--- src/rtl/l1i_refill_axi_bridge.sv ---
// L1 instruction-cache refill bridge.
// Issues one AXI4 INCR read burst per line request, buffers every beat,
// then replays the whole line to the cache on consecutive cycles.
module l1i_refill_axi_bridge #(
    parameter int ADDR_W     = 32,
    parameter int DATA_W     = 32,
    parameter int ID_W       = 4,
    parameter int AXI_ID     = 0,
    parameter int LINE_WORDS = 4
) (
    input  logic              clk,
    input  logic              rstn,
    // cache side
    input  logic              I_rreq,
    input  logic [ADDR_W-1:0] I_addr,
    output logic [DATA_W-1:0] I_out,
    output logic              I_wait,
    // AXI read address channel
    output logic [ID_W-1:0]   ARID,
    output logic [ADDR_W-1:0] ARADDR,
    output logic [3:0]        ARLEN,
    output logic [2:0]        ARSIZE,
    output logic [1:0]        ARBURST,
    output logic              ARVALID,
    input  logic              ARREADY,
    // AXI read data channel
    input  logic [ID_W-1:0]   RID,
    input  logic [DATA_W-1:0] RDATA,
    input  logic [1:0]        RRESP,
    input  logic              RLAST,
    input  logic              RVALID,
    output logic              RREADY,
    // sticky protocol/response error
    output logic              err
);

    localparam int                CNT_W     = $clog2(LINE_WORDS);
    localparam logic [CNT_W-1:0]  LAST_IDX  = CNT_W'(LINE_WORDS - 1);
    localparam logic [ADDR_W-1:0] LINE_MASK = ~ADDR_W'(LINE_WORDS * 4 - 1);

    typedef enum logic [2:0] {
        IDLE,
        AR,
        RCV,
        DLV,
        DONE
    } state_t;

    state_t            state;
    state_t            state_nx;
    logic [CNT_W-1:0]  cnt;
    logic [CNT_W-1:0]  nxt_idx;
    logic              at_last;
    logic              beat_ok;
    logic [DATA_W-1:0] line_buf [LINE_WORDS];

    assign ARID    = ID_W'(AXI_ID);
    assign ARLEN   = 4'(LINE_WORDS - 1);
    assign ARSIZE  = 3'b010;
    assign ARBURST = 2'b01;

    assign RREADY  = (state == RCV);
    assign beat_ok = RREADY && RVALID && (RID == ID_W'(AXI_ID));
    assign at_last = (cnt == LAST_IDX);
    assign nxt_idx = cnt + CNT_W'(1);

    // State register
    always_ff @(posedge clk or negedge rstn) begin
        if (!rstn) begin
            state <= IDLE;
        end else begin
            state <= state_nx;
        end
    end

    // Next-state logic
    always_comb begin
        state_nx = state;
        case (state)
            IDLE:    if (I_rreq)            state_nx = AR;
            AR:      if (ARREADY)           state_nx = RCV;
            RCV:     if (beat_ok && at_last) state_nx = DLV;
            DLV:     if (at_last)           state_nx = DONE;
            DONE:    if (!I_rreq)           state_nx = IDLE;
            default:                        state_nx = IDLE;
        endcase
    end

    // Registered outputs, beat/word counter and sticky error
    always_ff @(posedge clk or negedge rstn) begin
        if (!rstn) begin
            ARADDR  <= '0;
            ARVALID <= 1'b0;
            I_out   <= '0;
            I_wait  <= 1'b1;
            err     <= 1'b0;
            cnt     <= '0;
        end else begin
            case (state)
                IDLE: begin
                    if (I_rreq) begin
                        ARADDR  <= I_addr & LINE_MASK;
                        ARVALID <= 1'b1;
                    end
                end
                AR: begin
                    if (ARREADY) begin
                        ARVALID <= 1'b0;
                    end
                end
                RCV: begin
                    if (beat_ok) begin
                        if (RRESP != 2'b00)      err <= 1'b1;
                        if (RLAST != at_last)    err <= 1'b1;
                        if (at_last) begin
                            // Word 0 was captured beats ago, so delivery can
                            // start on the very next cycle with no bubble.
                            cnt    <= '0;
                            I_out  <= line_buf[0];
                            I_wait <= 1'b0;
                        end else begin
                            cnt <= nxt_idx;
                        end
                    end
                end
                DLV: begin
                    if (at_last) begin
                        cnt    <= '0;
                        I_wait <= 1'b1;
                    end else begin
                        cnt   <= nxt_idx;
                        I_out <= line_buf[nxt_idx];
                    end
                end
                default: ;
            endcase
        end
    end

    // Line buffer capture (contents need no reset)
    always_ff @(posedge clk) begin
        if (beat_ok) begin
            line_buf[cnt] <= RDATA;
        end
    end

endmodule

--- config.mk ---
export PLATFORM = sky130hd
export DESIGN_NAME = l1i_refill_axi_bridge
export DESIGN_NICKNAME = d
export VERILOG_FILES = /design/src/rtl/l1i_refill_axi_bridge.sv
export SDC_FILE = /design/constraint.sdc
export NUM_CORES = 1
export LEC_CHECK = 0
export BUFFER_PORTS_ARGS = -buffer_cell sky130_fd_sc_hd__buf_2
export CELL_PAD_IN_SITES_DETAIL_PLACEMENT = 0
export CELL_PAD_IN_SITES_GLOBAL_PLACEMENT = 1
export CORE_MARGIN = 5
export CORE_UTILIZATION = 45
export DETAILED_ROUTE_END_ITERATION = 16
export PLACE_DENSITY = 0.88
export SLEW_MARGIN = 20
export SYNTH_ARGS = -nofsm -noshare
export SYNTH_HDL_FRONTEND = slang
export SYNTH_SLANG_ARGS = --single-unit
export TNS_END_PERCENT = 100
--- constraint.sdc ---
create_clock -name clk -period 4 [get_ports clk]
set_input_delay 0.6 -clock clk [delete_from_list [all_inputs] [get_ports clk]]
set_output_delay 0.6 -clock clk [all_outputs]
set_load 0.02 [all_outputs]
==> out/qor.csv, run 1 <==
metric,value,unit
leakage,3.64,nW
post-synthesis cell area,7780,µm²
dpl hpwl,10400,µm
initial antenna violation count,1,
Post-synth top flop,edfxtp_1,
"EDFF count, synth",128,
Reg power frac,0.380,
final number of setup-violating endpoints,0,
Initial DRT Pass Iterations,4,
die width,142,µm
"CTS clk-pin slew, worst paths",0.07,ns
GR Overflow Total,0,
Top Ports,157,
vias in the first global route,5008,
peak supply drop,0.000567,V
number of port buffers,135,
CTS max path bufs,2,
synth warn,0,
synthesized area per cell,16.2,µm²
CTS tree,built,
worst-margin pin slew,0.938,ns
H-tree levels,4,
CP Max Fanout,22,
via count,4533,
"FF+latch count, synth",196,
Netlist cell types,37,
Hold WS,0.295,ns
vias per inst,5.31,
die area,20000,µm²
first-pass GRT wire length,26200,µm
wire per inst,19.4,µm
required arrival time at the worst endpoint,4.37,ns
power per cell area,777,nW/µm²
DRC viols,0,
hold-fix buffers at CTS,0,
share of cells above drive strength 1,0.398,
cell count after synthesis,481,
Initial Util,0.455,
Final Cycle Share,0.701,
cts bufs inserted,17,
maximum number of pins on one net before global-route repair,69,
clk_skew,0.0157,ns
fmax,357,MHz
Root Driver,clkbuf_16,
max-slew violations,0,
asr flop ratio synth,0.347,
die height,142,µm
Sw Ratio,0.362,
DRT iter0 DRCs,304,
Startpoint Class,register,
Internal Pwr Total,0.00458,W
combinational share of power,0.382,
RePlAce Congestion,0.799,
GR Util All Layers,0.170,
Worst-Skew Late Latency,0.43,ns
Total Wirelength,16500,µm
Hold Fails Final Rpt,0,
setup TNS,0,ns
Syn-to-layout area delta,18.7,%
Hold Crit Class,in -> async,
RSZ-0062 raised after global routing,no,
"Core Util, Final",0.540,
post-CTS setup buffers,0,
WP data arrival,3.17,ns
ANT nets after route,0,
# rows,48,
Core ar.,17100,µm²
post-layout total power,0.00718,W
post_cts resized,0,
CP Capture Type,register,
Slew headroom,0.373,
clock sink total,196,
max_cap viols,0,
status,finished clean,
Clock power frac,0.237,
NumNets Final,695,
P_sw,0.00260,W
Tmin final,2.80,ns
sequential fraction of the synthesis area,0.713,
CP Class,reg -> reg,
-- sequential cells by signal, indices dropped and copies added, names as in the netlist --
register,cells
line_buf,128
I_out,32
ARADDR,28
state,3
cnt,2
ARVALID,1
I_wait,1
err,1
-- cell usage in the layout, fill, tap and decap left out, types with 6 or more instances in the layout --
cell       count
a32oi_1       31
mux2_2        63
clkbuf_16     17
dfrtp_1       67
edfxtp_1     128
buf_2        134
nand2_1       36
buf_4         13
conb_1        17
mux2i_1       31
o211ai_1      31
nor2_1         6
-- Yosys cell counts (3+ instances only) --
library cell / count / area, µm²
nor2_1: 6 / 22.5
o21ai_0: 4 / 20.0
buf_6: 3 / 33.8
buf_4: 17 / 128
mux2_2: 63 / 709
ha_1: 4 / 50.1
inv_1: 4 / 15.0
and2_1: 4 / 25.0
nand2_1: 36 / 135
dfrtp_1: 67 / 1680
clkbuf_1: 20 / 75.1
mux2i_1: 31 / 310
buf_2: 5 / 25.0
o211ai_1: 31 / 233
edfxtp_1: 128 / 3840
a32oi_1: 31 / 272
-- per-stage QoR --
| step | setup WS (ns) | std cells | area [µm²] |
|---|---|---|---|
| 3_5_place_dp | 1.17 | 821 | 8640 |
| 2_1_floorplan | 1.17 | 496 | 7840 |
| 6_report | 1.20 | 854 | 9240 |
| 5_1_grt | 0.977 | 853 | 9240 |
| 4_1_cts | 1.15 | 853 | 9240 |
| 3_3_place_gp | 1.23 | 821 | 8640 |
-- power groups by stage --
stage | combinational, W | clock, W | sequential (W)
finish | 0.00274 | 0.00170 | 0.00273
global route | 0.00297 | 0.00185 | 0.00278
CTS | 0.00280 | 0.00176 | 0.00274
detailed placement | 0.00280 | 0 | 0.00278
global placement | 0.00271 | 0 | 0.00275
floorplan | 0.00156 | 0 | 0.00315
-- cell families after synthesis --
group | after synthesis | synth area share
compound gates | 73 | 0.0741
xor+xnor | 1 | 0.00113
fa+ha+maj | 4 | 0.00643
buf+inv | 51 | 0.0365
flops | 196 | 0.713
mux | 95 | 0.132
other cells | 2 | 0.000965
simple gates | 59 | 0.0358
-- critical path: stages, from the launching register on --
cell,delay (ns)
dfrtp_1,0.48
inv_1,0.13
ha_2,0.67
and2_1,0.52
buf_4,0.39
a32oi_1,0.16
o211ai_1,0.19
mux2_2,0.20
-- per-layer routing --
metal	GRT usage	vias up	part of all wire
li1	-	2084	-
met1	0.201	2263	0.40
met2	0.301	168	0.51
met3	0.0475	16	0.074
met4	0.0576	2	0.012
met5	0	-	0.00042
-- path summary, 6_finish.rpt --
kind / end / cells past startpoint / start / slack, ns
setup / recovery: I_out[9] / 7 / cnt[0] / 1.20
max in group asynchronous: I_out[24] / 1 / rstn / 3.11
hold / removal: I_out[2] / 1 / rstn / 0.29
setup reg to reg: I_out[9] / 7 / cnt[0] / 1.20
hold reg to reg: err / 1 / err / 0.47
min in group clk: line_buf[2][14] / 1 / RDATA[14] / 0.38
-- layout make-up --
cell class	instances	area, µm²
fill	1420	7870
clock buffer	18	429
timing repair buffer	147	768
tap	225	282
inverter	4	15.0
multi-input combinational	249	2030
sequential	196	5550
clock inverter	14	173
antenna	1	2.50
Note: power is estimated with default switching activity, not from simulation.
==> run 2: changes to the inputs <==
- CORE_UTILIZATION: 45 -> 41
- PLACE_DENSITY: 0.88 -> 0.85
- clock period: 4 -> 2.38 ns (I/O delays scaled with it)
==> out/qor.csv, run 2 (same netlist as run 1, synthesis figures left out) <==
metric,value,unit,change
status,finished clean,,unchanged
leakage,3.77,nW,was 3.64 nW
initial antenna violation count,0,,was 1
post_cts resized,0,,unchanged
setup TNS,0,ns,unchanged
fmax,466,MHz,was 357 MHz
P_sw,0.00436,W,was 0.00260 W
Slew headroom,0.375,,was 0.373
Hold Fails Final Rpt,0,,unchanged
Initial DRT Pass Iterations,5,,was 4
NumNets Final,711,,was 695
Core ar.,18700,µm²,"was 17,100 µm²"
Hold WS,0.0686,ns,was 0.295 ns
CP Capture Type,register,,unchanged
max_cap viols,0,,unchanged
area post-placement,8930,µm²,was 8640 µm²
"most common cell after layout, fill and taps aside",buf_2,,unchanged
CTS tree,built,,unchanged
"setup slack, reg-to-reg",0.24,ns,was 1.20 ns
max-slew violations,0,,unchanged
first-pass GRT wire length,26000,µm,"was 26,200 µm"
RePlAce Congestion,0.728,,was 0.799
"CTS clk-pin slew, worst paths",0.07,ns,about the same
hold-fix buffers at CTS,0,,unchanged
clk_skew,0.0118,ns,was 0.0157 ns
DRT iter0 DRCs,237,,was 304
worst r2r path cells,5,,was 7
number of port buffers,135,,unchanged
Tmin final,2.14,ns,was 2.80 ns
ANT nets after route,0,,unchanged
required arrival time at the worst endpoint,2.69,ns,was 4.37 ns
RSZ-0062 raised after global routing,no,,unchanged
CP Class,reg -> reg,,unchanged
share of cells above drive strength 1,0.411,,was 0.398
Hold Crit Class,in -> async,,unchanged
reg-to-reg startpoint,state[0],,was cnt[0]
Final Cycle Share,0.901,,was 0.701
Sw Ratio,0.352,,was 0.362
die width,148,µm,was 142 µm
GR Util All Layers,0.154,,was 0.170
post-CTS setup buffers,0,,unchanged
DRC viols,0,,unchanged
Final Non-Filler Cells,879,,was 854
R2R Path End,I_out[15],,was I_out[9]
Root Driver,clkbuf_16,,unchanged
final number of setup-violating endpoints,0,,unchanged
vias in the first global route,4873,,"was 5,008"
clock sink total,196,,unchanged
CP Max Fanout,17,,was 22
most frequent cells in the layout,"134 x buf_2, 128 x edfxtp_1, 67 x dfrtp_1",,unchanged
die area,21800,µm²,"was 20,000 µm²"
placed cells,846,,was 821
Finished Cell Area,9530,µm²,was 9240 µm²
Internal Pwr Total,0.00801,W,was 0.00458 W
post-layout total power,0.0124,W,was 0.00718 W
Setup crit end,I_out[15],,was I_out[9]
cts bufs inserted,17,,unchanged
Worst-Skew Late Latency,0.43,ns,about the same
Clock power frac,0.229,,was 0.237
vias per inst,5.28,,was 5.31
worst-margin pin slew,0.937,ns,was 0.938 ns
combinational share of power,0.402,,was 0.382
largest registers,"line_buf (128), I_out (32), ARADDR (28)",,unchanged
Startpoint Class,register,,unchanged
met1 Resource Use GR,0.186,,was 0.201
met2 Use GR,0.268,,was 0.301
power per cell area,1300,nW/µm²,was 777 nW/µm²
Syn-to-layout area delta,22.4,%,was 18.7%
maximum number of pins on one net before global-route repair,69,,unchanged
Top Ports,157,,unchanged
GR Layer Usage met3,0.0405,,was 0.0475
dpl hpwl,11000,µm,"was 10,400 µm"
max reg flops,128,,unchanged
WP data arrival,2.46,ns,was 3.17 ns
grt peak-use layer,met2,,unchanged
Initial Util,0.416,,was 0.455
# rows,50,,was 48
wire per inst,19.0,µm,was 19.4 µm
Biggest register,line_buf,,unchanged
Total Wirelength,16700,µm,"was 16,500 µm"
via count,4637,,"was 4,533"
GR Overflow Total,0,,unchanged
Filler Cells Inserted,1515,,"was 1,420"
peak supply drop,0.000641,V,was 0.000567 V
CTS max path bufs,2,,unchanged
die height,148,µm,was 142 µm
CP startpoint,state[0],,was cnt[0]
H-tree levels,4,,unchanged
Reg power frac,0.369,,was 0.380
[run 2: changes by cell type in the layout (fill, tap and decap cells not counted)]
cell / before / now
clkinvlp_4: 1 / 0
clkinv_4: 4 / 1
clkinv_2: 1 / 4
clkinv_1: 0 / 1
inv_8: 2 / 1
inv_6: 3 / 2
buf_12: 0 / 13
buf_4: 13 / 16
clkbuf_8: 0 / 3
clkinv_8: 1 / 0
[run 2: metrics by stage]
step | setup slack [ns] | util
detailed placement | 0.141 | 0.478
finish | 0.235 | 0.509
global route | 0.163 | 0.509
global placement | 0.159 | 0.478
CTS | 0.209 | 0.509
floorplan | 0.116 | -
[run 2: area by class of cell]
type	instances	area, µm²	area share
antenna	1	2.50	0.000263
clock inverter	11	121	0.0127
tap	234	293	0.0307
sequential	196	5550	0.582
multi-input combinational	249	2030	0.213
inverter	4	15.0	0.00158
clock buffer	21	470	0.0494
timing repair buffer	163	1050	0.110
[run 2: worst max-delay path, stage by stage (launching register included)]
cell     delay [ns]
dfrtp_1        0.38
or4b_1         0.54
o41a_1         0.37
nor2_4         0.19
buf_12         0.18
mux2_2         0.35
[run 2: routing by layer]
metal | vias to the layer above | part of all wire
li1 | 2116 | -
met1 | 2324 | 0.40
met2 | 174 | 0.52
met3 | 23 | 0.070
met4 | 0 | 0.015
met5 | - | 0
[run 2: how the worst min path moves through the flow]
stage | start | endpoint | slack, ns | cells after the start
2_1_floorplan | rstn | ARADDR[10] | 0.06 | 0
3_3_place_gp | err | err | 0.45 | 1
3_5_place_dp | err | err | 0.46 | 1
4_1_cts | rstn | I_out[30] | 0.10 | 1
5_1_grt | RDATA[11] | line_buf[1][11] | 0.14 | 1
6_report | rstn | I_out[30] | 0.07 | 1
[run 2: power by group through the flow]
stage               combinational, W  clock [W]  sequential [W]
floorplan                    0.00262          0         0.00530
global placement             0.00489          0         0.00460
detailed placement           0.00504          0         0.00464
CTS                          0.00506    0.00291         0.00457
global route                 0.00535    0.00305         0.00466
finish                       0.00497    0.00284         0.00456
==> run 3: changes to the inputs <==
- CORE_UTILIZATION: 41 -> 45
- CTS_CLUSTER_SIZE: unset -> 20
- PLACE_DENSITY: 0.85 -> 0.88
- clock period: 2.38 -> 2.27 ns (I/O delays scaled with it)
==> out/qor.csv, run 3 (same netlist as run 1, synthesis figures left out) <==
metric,value,unit,change
status,finished clean,,unchanged
dpl ws,0.0565,ns,was 0.141 ns
most frequent cells in the layout,"134 x buf_2, 128 x edfxtp_1, 67 x dfrtp_1",,unchanged
Initial DRT Pass Iterations,5,,unchanged
RSZ-0062 raised after global routing,no,,unchanged
fmax,465,MHz,was 466 MHz
vias in the first global route,5040,,"was 4,873"
crit-path cells,"or4b_1, o41a_1, nor2_4, buf_12, mux2_2",,unchanged
H-tree levels,4,,unchanged
"most common cell after layout, fill and taps aside",buf_2,,unchanged
power per cell area,1360,nW/µm²,was 1300 nW/µm²
Total Wirelength,16600,µm,"was 16,700 µm"
Tmin final,2.15,ns,was 2.14 ns
DRC viols,0,,unchanged
wire per inst,19.1,µm,was 19.0 µm
Filler Cells Inserted,1391,,"was 1,515"
sum of buffers and inverters on the critical path,1,,unchanged
hold-fix buffers at CTS,0,,unchanged
RePlAce Congestion,0.743,,was 0.728
# rows,48,,was 50
die height,142,µm,was 148 µm
GR Overflow Total,0,,unchanged
initial antenna violation count,1,,was 0
ANT nets after route,0,,unchanged
DRT iter0 DRCs,296,,was 237
clock sink total,196,,unchanged
Syn-to-layout area delta,21.0,%,was 22.4%
post-CTS setup buffers,0,,unchanged
peak supply drop,0.000860,V,was 0.000641 V
first-pass GRT wire length,26500,µm,"was 26,000 µm"
leakage,3.71,nW,was 3.77 nW
Final Cycle Share,0.948,,was 0.901
Clock power frac,0.218,,was 0.229
max_cap viols,0,,unchanged
Initial Util,0.455,,was 0.416
P_sw,0.00465,W,was 0.00436 W
maximum number of pins on one net before global-route repair,69,,unchanged
CP Capture Type,register,,unchanged
required arrival time at the worst endpoint,2.59,ns,was 2.69 ns
"setup slack, reg-to-reg",0.12,ns,was 0.24 ns
slowest CP cell,or4b_1,,unchanged
die width,142,µm,was 148 µm
area post-placement,8870,µm²,was 8930 µm²
Reg power frac,0.374,,was 0.369
WP data arrival,2.47,ns,was 2.46 ns
Core ar.,17100,µm²,"was 18,700 µm²"
setup TNS,0,ns,unchanged
GR Util All Layers,0.171,,was 0.154
max reg flops,128,,unchanged
Internal Pwr Total,0.00816,W,was 0.00801 W
post-layout total power,0.0128,W,was 0.0124 W
Slew headroom,0.391,,was 0.375
Root Driver,clkbuf_16,,unchanged
Hold Fails Final Rpt,0,,unchanged
NumNets Final,709,,was 711
post_cts resized,0,,unchanged
Hold Crit Class,in -> async,,unchanged
Finished Cell Area,9420,µm²,was 9530 µm²
Slowest Stage Delay on Critical Path,0.55,ns,was 0.54 ns
Sw Ratio,0.363,,was 0.352
Startpoint Class,register,,unchanged
max-slew violations,0,,unchanged
Worst-Skew Late Latency,0.44,ns,was 0.43 ns
largest registers,"line_buf (128), I_out (32), ARADDR (28)",,unchanged
CP Max Fanout,17,,unchanged
CTS max path bufs,2,,unchanged
Top Ports,157,,unchanged
dpl hpwl,10700,µm,"was 11,000 µm"
die area,20000,µm²,"was 21,800 µm²"
clk_skew,0.0208,ns,was 0.0118 ns
share of cells above drive strength 1,0.410,,was 0.411
worst-margin pin slew,0.914,ns,was 0.937 ns
Biggest register,line_buf,,unchanged
number of port buffers,135,,unchanged
"CTS clk-pin slew, worst paths",0.07,ns,about the same
crit-path leading delay family,simple AND/OR/NAND/NOR gates,,unchanged
CP Class,reg -> reg,,unchanged
cts bufs inserted,17,,unchanged
via count,4666,,"was 4,637"
Setup WS post-layout,0.117,ns,was 0.235 ns
n_diodes,0,,was 1
combinational share of power,0.408,,was 0.402
CTS tree,built,,unchanged
vias per inst,5.38,,was 5.28
final number of setup-violating endpoints,0,,unchanged
-- run 3: final cells by class --
type | instances | area (µm²) | share of cell area
clock buffers | 18 | 429 | 0.0456
clock inverters | 14 | 124 | 0.0131
inverters | 4 | 15.0 | 0.00159
multi-input cells | 249 | 2030 | 0.215
flip-flops and latches | 196 | 5550 | 0.589
well taps | 225 | 282 | 0.0299
repair buffers | 161 | 998 | 0.106
-- run 3: power groups by stage --
stage	combinational [W]	sequential [W]	clock (W)
final	0.00523	0.00479	0.00280
after global routing	0.00564	0.00488	0.00303
after CTS	0.00531	0.00480	0.00286
after detailed placement	0.00530	0.00488	0
after global placement	0.00515	0.00483	0
after floorplan	0.00274	0.00555	0
-- run 3: metal layers --
metal | wire, µm | share of wire | GRT usage | vias up
met4 | 226 | 0.014 | 0.0586 | 2
met2 | 8580 | 0.52 | 0.305 | 203
met5 | 7 | 0.00042 | 0 | -
li1 | - | - | - | 2114
met1 | 6430 | 0.39 | 0.202 | 2322
met3 | 1330 | 0.080 | 0.0408 | 25
-- run 3: through the flow --
stage,instances,hold WS [ns],util
finish,867,0.0269,0.550
global route,867,0.109,0.550
CTS,867,0.0689,0.550
detailed placement,835,0.448,0.518
global placement,835,0.438,0.518
floorplan,496,0.0449,-
-- run 3: path summary, 6_finish.rpt --
check                           startpoint  cells past startpoint               to
worst max-delay path              state[0]                      5         I_out[1]
worst min-delay path                  rstn                      1        I_out[10]
worst max register to register    state[0]                      5         I_out[1]
worst min register to register         err                      1              err
max in group asynchronous             rstn                      1       ARADDR[13]
min in group clk                 RDATA[12]                      1  line_buf[1][12]
